## config.mk

```make
export PLATFORM = sky130hd
export DESIGN_NAME = pc_fetch_unit_flat
export DESIGN_NICKNAME = d
export VERILOG_FILES = /design/src/rtl/pc_fetch_unit_pkg.sv /design/src/rtl/pc_fetch_unit_if.sv /design/src/rtl/fetch_timeout_ctr.sv /design/src/rtl/pc_fetch_unit.sv /design/src/flat_wrapper.sv
export SDC_FILE = /design/constraint.sdc
export NUM_CORES = 1
export LEC_CHECK = 0
export BUFFER_PORTS_ARGS = -buffer_cell sky130_fd_sc_hd__buf_2
export CELL_PAD_IN_SITES_DETAIL_PLACEMENT = 1
export CELL_PAD_IN_SITES_GLOBAL_PLACEMENT = 2
export CORE_MARGIN = 8
export CORE_UTILIZATION = 24
export CTS_CLUSTER_SIZE = 28
export DETAILED_ROUTE_END_ITERATION = 7
export MAX_ROUTING_LAYER = met4
export PLACE_DENSITY = 0.81
export SLEW_MARGIN = 20
export SYNTH_ARGS = -nofsm -noshare
export SYNTH_HDL_FRONTEND = slang
export SYNTH_SLANG_ARGS = --single-unit
```

## constraint.sdc

```tcl
create_clock -name CLK -period 2.91 [get_ports CLK]
set_clock_uncertainty 0.2 [all_clocks]
set_input_delay 0.873 -clock CLK [delete_from_list [all_inputs] [get_ports CLK]]
set_output_delay 0.873 -clock CLK [all_outputs]
set_load 0.005 [all_outputs]
```

## src/rtl/pc_fetch_unit_pkg.sv

```systemverilog
// Shared constants for the PC fetch path: FSM encoding, fault codes, address width.
// The next-PC logic imports the same package so the two sides agree on ADDR_W.
package pc_fetch_unit_pkg;

    localparam int ADDR_W = 64;

    localparam logic [2:0] ST_IDLE  = 3'd0;
    localparam logic [2:0] ST_REQ   = 3'd1;
    localparam logic [2:0] ST_WAIT  = 3'd2;
    localparam logic [2:0] ST_HOLD  = 3'd3;
    localparam logic [2:0] ST_FAULT = 3'd4;

    localparam logic [1:0] FAULT_NONE     = 2'b00;
    localparam logic [1:0] FAULT_MISALIGN = 2'b01;
    localparam logic [1:0] FAULT_TIMEOUT  = 2'b10;

    function automatic logic is_aligned(input logic [ADDR_W-1:0] addr);
        return addr[1:0] == 2'b00;
    endfunction

endpackage

```

## src/rtl/pc_fetch_unit_if.sv

```systemverilog
// Instruction-memory request/response channel between the fetch unit and imem.
interface pc_fetch_unit_if
    import pc_fetch_unit_pkg::*;
#(
    parameter int INSTR_W = 32
);
    logic                imem_req_valid;
    logic [ADDR_W-1:0]   imem_req_addr;
    logic                imem_req_ready;
    logic                imem_resp_valid;
    logic [INSTR_W-1:0]  imem_resp_data;

    modport master (
        output imem_req_valid,
        output imem_req_addr,
        input  imem_req_ready,
        input  imem_resp_valid,
        input  imem_resp_data
    );

    modport slave (
        input  imem_req_valid,
        input  imem_req_addr,
        output imem_req_ready,
        output imem_resp_valid,
        output imem_resp_data
    );
endinterface

```

## src/rtl/fetch_timeout_ctr.sv

```systemverilog
// Loadable up-counter for the WAIT state; o_tc flags the TIMEOUT-1 terminal count.
module fetch_timeout_ctr #(
    parameter int TIMEOUT = 16
) (
    input  logic i_clk,
    input  logic i_rst,
    input  logic i_clr,
    input  logic i_en,
    output logic o_tc
);
    localparam int CNT_W = (TIMEOUT > 1) ? $clog2(TIMEOUT) : 1;
    localparam logic [CNT_W-1:0] TC_VAL = CNT_W'(TIMEOUT - 1);

    logic [CNT_W-1:0] r_cnt;

    // Saturates at the terminal count so a stray enable cannot wrap it.
    always_ff @(posedge i_clk) begin
        if (i_rst || i_clr) begin
            r_cnt <= '0;
        end else if (i_en && !o_tc) begin
            r_cnt <= r_cnt + CNT_W'(1);
        end
    end

    assign o_tc = (r_cnt == TC_VAL);

endmodule

```

## src/rtl/pc_fetch_unit.sv

```systemverilog
// Architectural PC register plus the fetch FSM: request, wait, hold until Advance.
// Misaligned targets and memory timeouts park the unit in FAULT until Reset.
module pc_fetch_unit
    import pc_fetch_unit_pkg::*;
#(
    parameter logic [ADDR_W-1:0] RESET_PC = 64'h0,
    parameter int                TIMEOUT  = 16,
    parameter int                INSTR_W  = 32
) (
    input  logic                CLK,
    input  logic                Reset,
    input  logic [ADDR_W-1:0]   NextPC,
    input  logic                Advance,
    output logic [ADDR_W-1:0]   CurrentPC,
    pc_fetch_unit_if.master     imem,
    output logic [INSTR_W-1:0]  Instruction,
    output logic                InstrValid,
    output logic [1:0]          FaultCode,
    output logic [31:0]         FetchCount
);
    logic [2:0]          r_state;
    logic [ADDR_W-1:0]   r_pc;
    logic [INSTR_W-1:0]  r_instr;
    logic [1:0]          r_fault;
    logic [31:0]         r_fetch_cnt;

    logic w_accept;
    logic w_resp;
    logic w_adv;
    logic w_tc;
    logic w_ctr_en;

    // Qualify every input with the state that is allowed to observe it.
    assign w_accept = (r_state == ST_REQ)  && imem.imem_req_ready;
    assign w_resp   = (r_state == ST_WAIT) && imem.imem_resp_valid;
    assign w_adv    = (r_state == ST_HOLD) && Advance;
    assign w_ctr_en = (r_state == ST_WAIT) && !imem.imem_resp_valid;

    fetch_timeout_ctr #(
        .TIMEOUT (TIMEOUT)
    ) u_timeout (
        .i_clk (CLK),
        .i_rst (Reset),
        .i_clr (w_accept),
        .i_en  (w_ctr_en),
        .o_tc  (w_tc)
    );

    always_ff @(posedge CLK) begin
        if (Reset) begin
            r_state     <= ST_IDLE;
            r_pc        <= RESET_PC;
            r_instr     <= '0;
            r_fault     <= FAULT_NONE;
            r_fetch_cnt <= '0;
        end else begin
            case (r_state)
                ST_IDLE: r_state <= ST_REQ;
                ST_REQ: begin
                    if (w_accept) r_state <= ST_WAIT;
                end
                ST_WAIT: begin
                    // A response in the terminal-count cycle still wins.
                    if (w_resp) begin
                        r_instr     <= imem.imem_resp_data;
                        r_fetch_cnt <= r_fetch_cnt + 32'd1;
                        r_state     <= ST_HOLD;
                    end else if (w_tc) begin
                        r_fault <= FAULT_TIMEOUT;
                        r_state <= ST_FAULT;
                    end
                end
                ST_HOLD: begin
                    if (w_adv) begin
                        if (is_aligned(NextPC)) begin
                            r_pc    <= NextPC;
                            r_state <= ST_REQ;
                        end else begin
                            r_fault <= FAULT_MISALIGN;
                            r_state <= ST_FAULT;
                        end
                    end
                end
                ST_FAULT: r_state <= ST_FAULT;
                default:  r_state <= ST_IDLE;
            endcase
        end
    end

    // Handshake outputs are pure state decodes: no input-to-output path.
    assign imem.imem_req_valid = (r_state == ST_REQ);
    assign imem.imem_req_addr  = r_pc;
    assign InstrValid          = (r_state == ST_HOLD);
    assign CurrentPC           = r_pc;
    assign Instruction         = r_instr;
    assign FaultCode           = r_fault;
    assign FetchCount          = r_fetch_cnt;

endmodule

```

## src/flat_wrapper.sv

```systemverilog
// flat-port wrapper written by rule: the top's interface ports become plain ports
module pc_fetch_unit_flat import pc_fetch_unit_pkg::*;
#(
    parameter logic [ADDR_W-1:0] RESET_PC = 64'h0,
    parameter int                TIMEOUT  = 16,
    parameter int                INSTR_W  = 32
)
  (CLK, Reset, NextPC, Advance, CurrentPC, Instruction, InstrValid, FaultCode, FetchCount, imem_imem_req_valid, imem_imem_req_addr, imem_imem_req_ready, imem_imem_resp_valid, imem_imem_resp_data);
  pc_fetch_unit_if #(.INSTR_W(INSTR_W)) imem_i ();
  input  logic CLK;
  input  logic Reset;
  input  logic [ADDR_W-1:0] NextPC;
  input  logic Advance;
  output logic [ADDR_W-1:0] CurrentPC;
  output logic [INSTR_W-1:0] Instruction;
  output logic InstrValid;
  output logic [1:0] FaultCode;
  output logic [31:0] FetchCount;
  output wire logic [$bits(imem_i.imem_req_valid)-1:0] imem_imem_req_valid;
  output wire logic [$bits(imem_i.imem_req_addr)-1:0] imem_imem_req_addr;
  input wire logic [$bits(imem_i.imem_req_ready)-1:0] imem_imem_req_ready;
  input wire logic [$bits(imem_i.imem_resp_valid)-1:0] imem_imem_resp_valid;
  input wire logic [$bits(imem_i.imem_resp_data)-1:0] imem_imem_resp_data;
  assign imem_imem_req_valid = imem_i.imem_req_valid;
  assign imem_imem_req_addr = imem_i.imem_req_addr;
  assign imem_i.imem_req_ready = imem_imem_req_ready;
  assign imem_i.imem_resp_valid = imem_imem_resp_valid;
  assign imem_i.imem_resp_data = imem_imem_resp_data;
  pc_fetch_unit #(.RESET_PC(RESET_PC), .TIMEOUT(TIMEOUT), .INSTR_W(INSTR_W)) u_core (.CLK(CLK), .Reset(Reset), .NextPC(NextPC), .Advance(Advance), .CurrentPC(CurrentPC), .imem(imem_i), .Instruction(Instruction), .InstrValid(InstrValid), .FaultCode(FaultCode), .FetchCount(FetchCount));
endmodule
```

==> out/qor.yml <==
dpl.cell_count: 1232
grt_pass1_wl_um: 30200
critPathLaunch: "u_core.r_state[1]"
cts_tree: "built"
arrival_ns: 1.53
cts_buffer_depth: 2
first_pass_iters: 4
grt_max_degree: 63
crit_fanout: 11
viasPerCell: 4.34
worstMarginPinSlew_ns: 0.684
required_ns: 1.84
fin_crit_sh_pct: 89.4
num_io_pins: 297
globalRouteMet2Util_pct: 22.8
numClockSinks: 137
yosys.area.top_type_share_pct: 47.7
met1_usage_pct: 15.0
synthCells: 711
num_vias: 5493
ys_seq_area_share_pct: 47.7
wl_um: 19900
setup_ws_ns: 0.307
hp-class: "register to register"
coreArea_um2: 23500
num_rows: 56
holdCritStartpoint: "u_core.Instruction[8]"
crit_path_start_kind: "register"
yosysTopAreaCell: "dfxtp_1"
track_usage_pct: 13.4
hold_viol: 0
path_class: "register to primary output"
max-cap-violations: 0
dieArea_um2: 29200
nNetsFinal: 1035
grt_pass1_vias: 5427
reg2reg_from: "u_core.r_state[1]"
avgSynthCellArea_um2: 8.09
p_leak_uw: 0.00350
whs_ns: 0.252
status: "finished clean"
relSlewSlack_pct: 54.4
place_ws_ns: 0.143
setup_violations: 0
cts_resized: 0
synthTopCellsByArea: "dfxtp_1, nand2_1, a21oi_1"
ant_nets: 0
tns_ns: 0
drv_slew: 0
cts_buffers: 17
first_iter_violations: 265
antenna_found_initial: 1
p_total_uw: 4560
drive_gt1_share_pct: 36.8
endpoint_kind: "primary output"
max_freq_ghz: 0.384
layoutNonFillerInstCount: 1266
yosys_warnings: 0
max-vdd-ir-drop_uv: 305
rsz0062_at_grt: "false"
gp_congestion: 0.731
cts_hold_buf: 0
die_w_um: 171
top_usage_layer: "met2"
yosys_register_bits: 137
fillers: 2917
place.port_buffers: 296
grtUsageMet3_pct: 4.68
htree_levels: 4
die_h_um: 171
grt_remaining_overflow: 0
cts_setup_buffers: 0
fin_crit_ns: 2.60
hpwl_um: 14800
wire_per_inst_um: 15.7
root_buffer: "clkbuf_16"
powerDensity_nw_per_um2: 585
worst_skew_pair.late_latency_ns: 0.41
synth_fp_nets: 814
path_clk_slew_ns: 0.06
area_growth_pct: 35.3
drc: 0
start_util_pct: 24.5
syn_area_um2: 5750
ys_types: 43
cell usage in the layout, fill, tap and decap left out, drive strengths merged, types with 5 or more instances in the layout:
cell / n
inv: 6
nor2: 19
nand4: 11
or4: 11
bufinv: 5
buf: 309
nand3: 10
nor4: 6
nor2b: 7
xor2: 9
o31ai: 11
nand2: 208
a21oi: 116
mux2: 6
dfxtp: 137
o21ai: 8
or3: 7
and3: 6
clkbuf: 19
registers in the layout, indices dropped and copies added, names as in the netlist:
signal / count
u_core.CurrentPC: 64
u_core.u_timeout.r_cnt: 4
u_core.r_state: 3
u_core.FetchCount: 32
u_core.Instruction: 32
u_core.FaultCode: 2
path summary, 6_finish.rpt:
path | end | slack (ns) | cells past startpoint
setup / recovery | InstrValid | 0.31 | 3
hold / removal | u_core.Instruction[8] | 0.25 | 2
setup reg to reg | u_core.FetchCount[19] | 0.66 | 5
hold reg to reg | u_core.Instruction[8] | 0.25 | 2
stage by stage:
stage	utilization (%)	instance area, um^2
6_report	33.2	7780
5_1_grt	33.2	7780
4_1_cts	33.1	7780
3_5_place_dp	30.3	7110
3_3_place_gp	30.3	7110
2_1_floorplan	-	5750
logic make-up (layout without fill, tap and decap cells):
family | count (synthesis) | in the layout | share of synthesized area (%)
compound gates | 142 | 142 | 13.2
simple gates | 304 | 304 | 24.4
flops | 137 | 137 | 47.7
buf+inv | 110 | 344 | 11.7
other cells | 0 | 2 | 0
fa+ha+maj | 2 | 2 | 0.435
xor+xnor | 10 | 10 | 1.52
mux | 6 | 6 | 1.17
cell usage after synthesis (all sizes together):
master / n
o21ai: 8
mux2: 6
o31ai: 11
a21o: 1
xnor2: 1
nor3: 3
a211oi: 1
xor2: 9
clkbuf: 29
buf: 78
nand4: 11
or4: 11
nor4b: 1
o22ai: 1
nand3b: 2
ha: 2
o31a: 1
a2111oi: 1
and2: 1
and4bb: 1
dfxtp: 137
and4b: 1
nor4: 6
nand2: 208
or3: 7
a31oi: 1
nand3: 10
a211o: 1
nand2b: 2
inv: 3
nor2b: 7
and4: 4
nor3b: 4
and3: 6
a21oi: 116
nor2: 19
layout make-up:
type	instances	area [um^2]	area share (%)
antenna	2	5.00	0.0643
clock buffer	19	453	5.82
clock inverter	13	214	2.75
inverter	3	11.3	0.145
multi-input combinational	464	2340	30.1
sequential	137	2740	35.2
tap	319	399	5.13
timing repair buffer	309	1620	20.8
layer usage:
metal | up-vias | wire length, um
li1 | 2768 | -
met1 | 2554 | 8250
met2 | 163 | 9950
met3 | 8 | 1580
met4 | 0 | 113
met5 | - | 0
critical path, cell delays in order, from the launching register on:
cell	delay (ns)
dfxtp_1	0.50
nor2b_1	0.32
and2_1	0.17
buf_2	0.13
report_power, final:
part	internal [uW]	leakage [uW]	switching [uW]
clock network	1580	0.000321	860
registers	1900	0.00110	14.2
logic	95.7	0.00208	114
total	3570	0.00350	988
Note: power is estimated with default switching activity, not from simulation.
